### src/rtl/fir_pkg.sv
// Shared FIR constants and saturation bounds.
package fir_pkg;
    localparam int IW_DEF    = 16;
    localparam int TW_DEF    = 16;
    localparam int OW_DEF    = 40;
    localparam int SHIFT_DEF = 15;

    function automatic logic signed [63:0] sat_max(input int w);
        return (64'sd1 <<< (w - 1)) - 64'sd1;
    endfunction

    function automatic logic signed [63:0] sat_min(input int w);
        return -(64'sd1 <<< (w - 1));
    endfunction
endpackage

### src/rtl/fir_out_fifo.sv
// Output FIFO for the drain; occupancy counter separates full from empty.
module fir_out_fifo #(
    parameter int W     = 16,
    parameter int DEPTH = 4,
    parameter int AW    = $clog2(DEPTH),
    parameter int LW    = $clog2(DEPTH) + 1
) (
    input  logic          i_clk,
    input  logic          i_reset,
    input  logic          i_push,
    input  logic [W-1:0]  i_wdata,
    input  logic          i_pop,
    output logic [W-1:0]  o_rdata,
    output logic          o_full,
    output logic          o_empty,
    output logic [LW-1:0] o_level
);
    logic [W-1:0]  mem [DEPTH];
    logic [AW-1:0] wr_q, rd_q;
    logic [LW-1:0] level_q, level_d;
    logic          do_push, do_pop;

    assign o_full  = (level_q == LW'(DEPTH));
    assign o_empty = (level_q == '0);
    assign o_level = level_q;
    // Full still accepts a push when a pop frees a slot on the same edge.
    assign do_push = i_push && (!o_full || i_pop);
    assign do_pop  = i_pop && !o_empty;
    assign o_rdata = o_empty ? '0 : mem[rd_q];

    always_comb begin
        level_d = level_q;
        if (do_push && !do_pop) level_d = level_q + LW'(1);
        else if (do_pop && !do_push) level_d = level_q - LW'(1);
    end

    always_ff @(posedge i_clk or posedge i_reset) begin
        if (i_reset) begin
            wr_q    <= '0;
            rd_q    <= '0;
            level_q <= '0;
        end else begin
            if (do_push) wr_q <= wr_q + AW'(1);
            if (do_pop)  rd_q <= rd_q + AW'(1);
            level_q <= level_d;
        end
    end

    always_ff @(posedge i_clk) begin
        if (do_push) mem[wr_q] <= i_wdata;
    end
endmodule

### src/rtl/fir_out_drain.sv
// Rounds, saturates and buffers the tap-chain accumulator; never back-pressures.
module fir_out_drain
    import fir_pkg::*;
#(
    parameter int IW    = IW_DEF,
    parameter int OW    = OW_DEF,
    parameter int SHIFT = SHIFT_DEF,
    parameter int DEPTH = 4
) (
    input  logic                        i_clk,
    input  logic                        i_reset,
    input  logic                        i_ce,
    input  logic signed [OW-1:0]        i_acc,
    input  logic                        i_clr,
    output logic                        o_valid,
    input  logic                        i_ready,
    output logic signed [IW-1:0]        o_data,
    output logic                        o_sat,
    output logic                        o_overrun,
    output logic [$clog2(DEPTH):0]      o_level
);
    localparam int RW = OW + 1 - SHIFT;
    localparam int LW = $clog2(DEPTH) + 1;
    localparam logic signed [RW-1:0] SMAX = RW'(sat_max(IW));
    localparam logic signed [RW-1:0] SMIN = RW'(sat_min(IW));
    localparam logic signed [OW:0]   HALF = (OW + 1)'(1) <<< (SHIFT - 1);

    logic signed [OW:0]   sum;
    logic signed [RW-1:0] r_q;
    logic signed [IW-1:0] s2_q, s2_d;
    logic                 s1_valid_q, s2_valid_q;
    logic                 clamp_hi, clamp_lo;
    logic                 sat_q, sat_d, ovr_q, ovr_d;
    logic                 full, empty, pop;
    logic [IW-1:0]        rdata;
    logic [LW-1:0]        level;

    // One extra bit keeps the rounding add from wrapping; the slice is the >>>.
    assign sum = {i_acc[OW-1], i_acc} + HALF;

    always_comb begin
        clamp_hi = (r_q > SMAX);
        clamp_lo = (r_q < SMIN);
        s2_d     = clamp_hi ? IW'(SMAX) : (clamp_lo ? IW'(SMIN) : IW'(r_q));
    end

    assign pop   = o_valid && i_ready;
    assign sat_d = (i_clr ? 1'b0 : sat_q) | (s1_valid_q & (clamp_hi | clamp_lo));
    assign ovr_d = (i_clr ? 1'b0 : ovr_q) | (s2_valid_q & full & ~pop);

    always_ff @(posedge i_clk or posedge i_reset) begin
        if (i_reset) begin
            r_q        <= '0;
            s2_q       <= '0;
            s1_valid_q <= 1'b0;
            s2_valid_q <= 1'b0;
            sat_q      <= 1'b0;
            ovr_q      <= 1'b0;
        end else begin
            if (i_ce)       r_q  <= sum[OW:SHIFT];
            if (s1_valid_q) s2_q <= s2_d;
            s1_valid_q <= i_ce;
            s2_valid_q <= s1_valid_q;
            sat_q      <= sat_d;
            ovr_q      <= ovr_d;
        end
    end

    fir_out_fifo #(.W(IW), .DEPTH(DEPTH)) u_fifo (
        .i_clk   (i_clk),
        .i_reset (i_reset),
        .i_push  (s2_valid_q),
        .i_wdata (s2_q),
        .i_pop   (pop),
        .o_rdata (rdata),
        .o_full  (full),
        .o_empty (empty),
        .o_level (level)
    );

    assign o_valid   = !empty;
    assign o_data    = $signed(rdata);
    assign o_level   = level;
    assign o_sat     = sat_q;
    assign o_overrun = ovr_q;
endmodule

### config.mk
export PLATFORM = sky130hd
export DESIGN_NAME = fir_out_drain
export DESIGN_NICKNAME = d
export VERILOG_FILES = /design/src/rtl/fir_pkg.sv /design/src/rtl/fir_out_fifo.sv /design/src/rtl/fir_out_drain.sv
export SDC_FILE = /design/constraint.sdc
export NUM_CORES = 1
export LEC_CHECK = 0
export BUFFER_PORTS_ARGS = -buffer_cell sky130_fd_sc_hd__buf_4
export CELL_PAD_IN_SITES_DETAIL_PLACEMENT = 1
export CELL_PAD_IN_SITES_GLOBAL_PLACEMENT = 1
export CORE_MARGIN = 2
export CORE_UTILIZATION = 25
export DETAILED_ROUTE_END_ITERATION = 16
export GPL_TIMING_DRIVEN = 0
export PLACE_DENSITY = 0.58
export SLEW_MARGIN = 20
export SYNTH_ARGS = -nofsm -noshare
export SYNTH_HDL_FRONTEND = slang
export SYNTH_HIERARCHICAL = 1
export SYNTH_SLANG_ARGS = --single-unit
### constraint.sdc
create_clock -name i_clk -period 5.9 [get_ports i_clk]
set_input_delay 0.59 -clock i_clk [delete_from_list [all_inputs] [get_ports i_clk]]
set_output_delay 0.59 -clock i_clk [all_outputs]
set_load 0.02 [all_outputs]
; ---- Yosys cells after proc, flatten, opt, wreduce, memory -nomap -nowiden
; Memory sizes are Yosys's and may differ from the RTL's.
; Index checks and enable logic that the tools add are counted.
[classes]
n_reduce_logical = 12
bitwise_logic = 7
eq_ne = 1
order_cmp = 2
muxes = 9
n_addsub = 5
[op_table]
columns = cell, n
row1 = 16-bit 2-to-1 mux, 3
row2 = "40-bit by 16-bit adder with 41-bit output, second input constant", 1
row3 = "26-bit by 16-bit > comparator with 1-bit output, second input constant", 1
row4 = "26-bit by 16-bit < comparator with 1-bit output, second input constant", 1
row5 = 3-bit 2-to-1 mux, 2
row6 = 1-bit logical AND, 5
row7 = "2-bit by 1-bit adder with 2-bit output, second input constant", 2
row8 = 1-bit logical NOT, 4
row9 = 1-bit 2-to-1 mux, 4
row10 = "3-bit by 1-bit adder with 3-bit output, second input constant", 1
row11 = 1-bit bitwise AND, 3
row12 = "3-bit equality test, second input constant", 1
row13 = 3-bit logical NOT, 1
row14 = 1-bit OR, 3
row15 = "3-bit by 1-bit subtractor with 3-bit output, second input constant", 1
row16 = 2-bit nonzero test, 1
row17 = 1-bit logical OR, 1
row18 = 1-bit NOT, 1
[totals]
out_inout_bits = 22
elab_cells = 46
inputBits = 45
mem_bits_rw = 64
register_bits = 53
n_memories = 1
[mem_list]
columns = memory, depth, width, rd, rd_clocked_by_memory_dff, wr, line_no
row1 = u_fifo.mem, 4, 16, 1, 0, 1, fir_out_fifo.sv:18  ; logic [W-1:0] mem [DEPTH];

; ---- Depth between registers and ports, before layout
[logic_depth]
word_depth = 9
ltp_mapped = 11
mapped_depth_nobuf = 10

; ---- By module
; The synthesis kept the hierarchy.
[by_module_without_submodules]
columns = mod, area_per_inst_um2, cells_each, seq_area_each_um2, n_inst
row1 = fir_out_fifo, 2951.6, 138, 2097.0, 1
row2 = fir_out_drain, 2225.9, 214, 1151.1, 1

; ---- Worst setup path after synthesis
; OpenSTA, ideal clock, no wires.
[synth_timing]
kind = register to register
startpoint = register u_fifo.level_q[0], in the netlist u_fifo/o_level[0]
endpoint = register u_fifo.level_q[1], in the netlist u_fifo/o_level[1]
n_path_buf = 1
arrival_ns = 2.450
slack_ns = 3.325
synth_period_minus_slack_ns = 2.575
required_time_ns = 5.775
setup_time_ns = 0.125
stages_incl_launch_ff = 10
cell_sequence = dfrtp_1 nor3_2 buf_4 nor2b_1 inv_1 a21boi_2 ha_1 inv_1 fa_1 mux2_2
[synth_between]
elab_cells_between_ends = 17
classes_between = add/sub (2) / eq/ne (1) / mux (2) / reduce/logical (12)
[synth_rtl]
columns = element, line_no
row1 = from (decl), fir_out_fifo.sv:20  ; logic [LW-1:0] level_q, level_d;
row2 = from (signal assigned), fir_out_fifo.sv:45  ; level_q <= level_d;
row3 = 3-bit logical NOT, fir_out_fifo.sv:24  ; assign o_empty = (level_q == '0);
row4 = named net empty, fir_out_drain.sv:34  ; logic full, empty, pop;
row5 = 1-bit logical NOT, fir_out_drain.sv:81  ; assign o_valid = !empty;
row6 = 1-bit logical AND, fir_out_drain.sv:47  ; assign pop = o_valid && i_ready;
row7 = named net pop, fir_out_drain.sv:34
row8 = 1-bit logical OR, fir_out_fifo.sv:27  ; assign do_push = i_push && (!o_full || i_pop);
row9 = 1-bit logical AND, fir_out_fifo.sv:27
row10 = named net u_fifo.do_push, fir_out_fifo.sv:21  ; logic do_push, do_pop;
row11 = 1-bit logical AND, fir_out_fifo.sv:33  ; if (do_push && !do_pop) level_d = level_q + LW'(1);
row12 = 3-bit 2-to-1 mux, fir_out_fifo.sv:33
row13 = named net u_fifo.level_d[1], fir_out_fifo.sv:20
; The timed path passes the listed nets, and every way through them passes these cells. The select of a mux whose other input is x is not followed.
; A chain may end at the register's enable or synchronous reset.

; ---- Final worst setup path
[layout_timing]
startpoint = register u_fifo.level_q[0], in the netlist u_fifo/o_level[0]
endpoint = register u_fifo.level_q[2], in the netlist u_fifo/o_level[2]
[layout_between]
elab_chain_cells = 8
elab_cells_between_ends = 17
classes_between = add/sub (2) / eq/ne (1) / mux (2) / reduce/logical (12)
[layout_lines]
columns = element, line_no
row1 = 3-bit logical NOT *, fir_out_fifo.sv:24
row2 = named net empty, fir_out_drain.sv:34
row3 = 1-bit logical NOT *, fir_out_drain.sv:81
row4 = 1-bit logical AND *, fir_out_drain.sv:47
row5 = named net pop, fir_out_drain.sv:34
row6 = 1-bit logical OR, fir_out_fifo.sv:27
row7 = 1-bit logical AND, fir_out_fifo.sv:27
row8 = 1-bit logical NOT, fir_out_fifo.sv:34  ; else if (do_pop && !do_push) level_d = level_q - LW'(1);
row9 = 1-bit logical AND, fir_out_fifo.sv:34
row10 = 2-bit nonzero test (no line), n/a
; Mark *: on every way through the listed nets, which the timed path passes. The rest lies on a longest branch. The select of a mux whose other input is x is not followed.

==> impl_metrics.tcl <==
set metrics [dict create \
    regToRegSetupSlack_ns 3.00 \
    cts_hold_buf 0 \
    grt_pass1_vias 3358 \
    synth_nets 404 \
    synth-seq-cells 117 \
    place_inst 675 \
    drtPass1Iterations 4 \
    reg2reg_from "u_fifo/o_level[0]" \
    postRouteAntennaNets 0 \
    hold_slack_ns 0.133 \
    post_synth_simple_gate_area_pct 12.5 \
    finalHoldViolCount 0 \
    antenna_cells 0 \
    avgSynthCellArea_um2 14.7 \
    area.growth.synth_to_final_pct 26.8 \
    timing.fmax_mhz 344 \
    globalplace.congestion 0.746 \
    period_share_pct 49.2 \
    worst-endpoint-arrival_ns 3.23 \
    critical-path-top-delay-family "simple AND/OR/NAND/NOR gates" \
    fin_worst_skew_ns 0.0109 \
    finish.instance_area_um2 6570 \
    cts.sinks 117 \
    fp.dieArea_um2 21900 \
    postSynth.asyncResetShare_pct 45.3 \
    ys_dominant_reg_cell "sky130_fd_sc_hd__edfxtp_1" \
    synthAdderAreaFrac_pct 1.84 \
    post_route_minimum_period_ns 2.90 \
    synth_xor_xnor_area_share_pct 3.21 \
    clock-root-buffer "sky130_fd_sc_hd__clkbuf_16" \
    synth_top_family_by_area "simple AND/OR/NAND/NOR gates" \
    tns_ns 0 \
    crit_path_cell_trace "nor3_2 -> buf_4 -> nor2b_1 -> nand2b_1 -> ha_1 -> inv_1 -> fa_1 -> xor2_1 -> nor2_1 -> xor2_1" \
    critical-path-top-cell-by-count "sky130_fd_sc_hd__xor2_1" \
    routed_wire_length_per_instance_um 16.1 \
    worst_pin_slew_ns 0.923 \
    drive_above_1_share_pct 27.0 \
    route.vias.total 3149 \
    worstSkewPairLatency_ns 0.40 \
    timing.critical_path.buf_inv 2 \
    total_global_routing_track_utilization_pct 11.1 \
    drc 0 \
    num_io_pins 67 \
    critical_path_peak_fanout 11 \
    grt_pass1_wl_um 18600 \
    core.rowCount 52 \
    run_status "complete, no violations" \
    number_of_antenna_violations_at_the_first_check_in_global_routing 0 \
    hold_path.class "in2async" \
    yosysSeqAreaShare_pct 62.7 \
    share_of_cell_area_taken_by_muxes_after_synthesis_pct 8.41 \
    detail_route.iter0.violations 147 \
    synth-edff-count 64 \
    crit_required_ns 6.23 \
    drt-total-wl_um 11400 \
    core_area_um2 20300 \
    post-cts-setup-buffers 0 \
    cp_slowest_cell "sky130_fd_sc_hd__nor3_2" \
    layout.core_utilization_pct 32.3 \
    tritoncts "done" \
    instances_no_fill 707 \
    timing.critical_path.from_type "flip-flop" \
    clock_path_buffers 2 \
    cts.repair.resized 0 \
    clock_edge_transition_at_the_registers_on_the_reported_setup_and_hold_paths_ns 0.05 \
    timing.slew.headroom_pct 38.5 \
    drv_cap 0 \
    syn-instance-count 352 \
    pwr_density_cell_nw_per_um2 476 \
    peakVddDrop_mv 0.203 \
    final-seq-area_um2 3250 \
    cts_buffers 17 \
    dp.final_hpwl_um 7980 \
    timing_max_transition_violations_final 0 \
    via_per_inst 4.45 \
    total_of_warnings_raised_by_yosys 6 \
    grt_overflow 0 \
    syn-cell-area_um2 5180 \
    rr_worst_depth 10 \
    crit_path_end_kind "flip-flop" \
    area_occupied_by_multi_input_gates_um2 1760 \
    nets 476 \
    die_width_um 148 \
    fillers 2185 \
    chipHeight_um 148 \
    cellLeakagePower_nw 2.46 \
    port_buffers 52 \
    path_class "reg2reg" \
    max_stage_delay_on_crit_path_ns 0.60 \
    initial_utilization_pct 25.5 \
    regToRegEndpoint "u_fifo/o_level[2]" \
    ctsHtreeMaxLevel 4 \
    report.final.setup_viol 0 \
    pin_count_of_the_biggest_net_entering_global_routing 35 \
    dpl-instance-area_um2 5930 \
    rsz0062_at_grt "false" \
    synth_compound_area_share_pct 8.10 \
    yosys.cell_types.count 43 \
]
==> cells in the final DEF, fill, tap and decap left out, types with 11 or more instances in the layout <==
master,count
sky130_fd_sc_hd__clkbuf_16,20
sky130_fd_sc_hd__xor2_1,14
sky130_fd_sc_hd__buf_4,54
sky130_fd_sc_hd__clkbuf_1,14
sky130_fd_sc_hd__nor2_1,27
sky130_fd_sc_hd__a21oi_1,14
sky130_fd_sc_hd__a221o_1,15
sky130_fd_sc_hd__dfrtp_1,53
sky130_fd_sc_hd__edfxtp_1,64
sky130_fd_sc_hd__a31oi_1,11
sky130_fd_sc_hd__nand2_1,11
==> report_power, final <==
part | total [W] | internal, W | switching (W)
logic | 0.000910 | 0.000439 | 0.000471
clock network | 0.00109 | 0.000747 | 0.000339
registers | 0.00113 | 0.00104 | 0.0000853
==> worst max-delay path by stage <==
stage / startpoint / endpoint / depth (start not counted)
2_1_floorplan: u_fifo/o_level[0] / u_fifo/o_level[1] / 9
3_3_place_gp: u_fifo/o_level[0] / u_fifo/o_level[1] / 9
3_5_place_dp: u_fifo/o_level[0] / u_fifo/o_level[2] / 10
4_1_cts: u_fifo/o_level[0] / u_fifo/o_level[2] / 10
5_1_grt: u_fifo/o_level[0] / u_fifo/o_level[2] / 10
6_report: u_fifo/o_level[0] / u_fifo/o_level[2] / 10
==> worst register-to-register path: cells and delay by family, from the launching register on <==
family	cells	cell delay [ns]
fa+ha+maj	2	0.57
xor+xnor	2	0.32
buf+inv	2	0.46
simple gates	4	1.03
flops	1	0.46
==> registers in the layout (all words and copies together), names as in the netlist <==
register        count
r_q                26
s1_valid_q          1
u_fifo/rd_q         2
s2_q               16
u_fifo/mem         64
o_overrun           1
s2_valid_q          1
u_fifo/o_level      3
u_fifo/wr_q         2
o_sat               1
==> per-stage QoR <==
step                setup WS [ns]  power [W]
CTS                          2.93    0.00318
global route                 2.72    0.00329
detailed placement           2.94    0.00207
floorplan                    3.32    0.00173
global placement             3.03    0.00204
finish                       3.00    0.00313
==> final cells by class <==
class                      count  share of cell area (%)
buffer                        19                    1.83
clock buffer                  24                    8.00
clock inverter                 8                    1.75
inverter                      12                   0.686
multi-input combinational    204                    26.9
sequential                   117                    49.5
tap                          270                    5.14
timing repair buffer          53                    6.25
==> synth_stat cells (2+ instances only) <==
library cell                n  area, um^2
sky130_fd_sc_hd__edfxtp_1  64        1920
sky130_fd_sc_hd__dfrtp_1   53        1330
sky130_fd_sc_hd__nor2_1    27         101
sky130_fd_sc_hd__a221o_1   15         150
sky130_fd_sc_hd__a21oi_1   14        70.1
sky130_fd_sc_hd__xor2_1    14         123
sky130_fd_sc_hd__a31oi_1   11        68.8
sky130_fd_sc_hd__clkbuf_1  11        41.3
sky130_fd_sc_hd__inv_1     11        41.3
sky130_fd_sc_hd__nand2_1   11        41.3
sky130_fd_sc_hd__o31ai_1    9        67.6
sky130_fd_sc_hd__mux4_1     8         210
sky130_fd_sc_hd__mux4_2     8         180
sky130_fd_sc_hd__nand4_1    8        50.1
sky130_fd_sc_hd__nor2b_4    8         110
sky130_fd_sc_hd__or4_1      8        60.1
sky130_fd_sc_hd__nand3_1    7        35.0
sky130_fd_sc_hd__nor2b_1    7        43.8
sky130_fd_sc_hd__and2_1     6        37.5
sky130_fd_sc_hd__and4_1     6        52.6
sky130_fd_sc_hd__ha_1       6        75.1
sky130_fd_sc_hd__o21ai_0    5        25.0
sky130_fd_sc_hd__xnor2_1    5        43.8
sky130_fd_sc_hd__mux2_2     4        45.0
sky130_fd_sc_hd__buf_6      3        33.8
sky130_fd_sc_hd__and2b_1    2        15.0
sky130_fd_sc_hd__buf_2      2        10.0
sky130_fd_sc_hd__buf_4      2        15.0
sky130_fd_sc_hd__nor4_1     2        12.5
sky130_fd_sc_hd__or3_2      2        15.0
==> routing by layer <==
layer	GRT usage, %	vias to the layer above	wire, um
met4	3.29	0	107
li1	-	1497	-
met3	2.78	10	327
met5	0	-	0
met2	18.3	60	5460
met1	14.6	1582	5450
==> cells by family after synthesis <==
group | count (synthesis)
AO/OA/AOI/OAI | 58
XOR/XNOR | 19
adder cells (fa/ha/maj) | 7
buffers and inverters | 31
AND/OR/NAND/NOR | 100
multiplexers | 20
flip-flops | 117
Note: power is estimated with default switching activity, not from simulation.
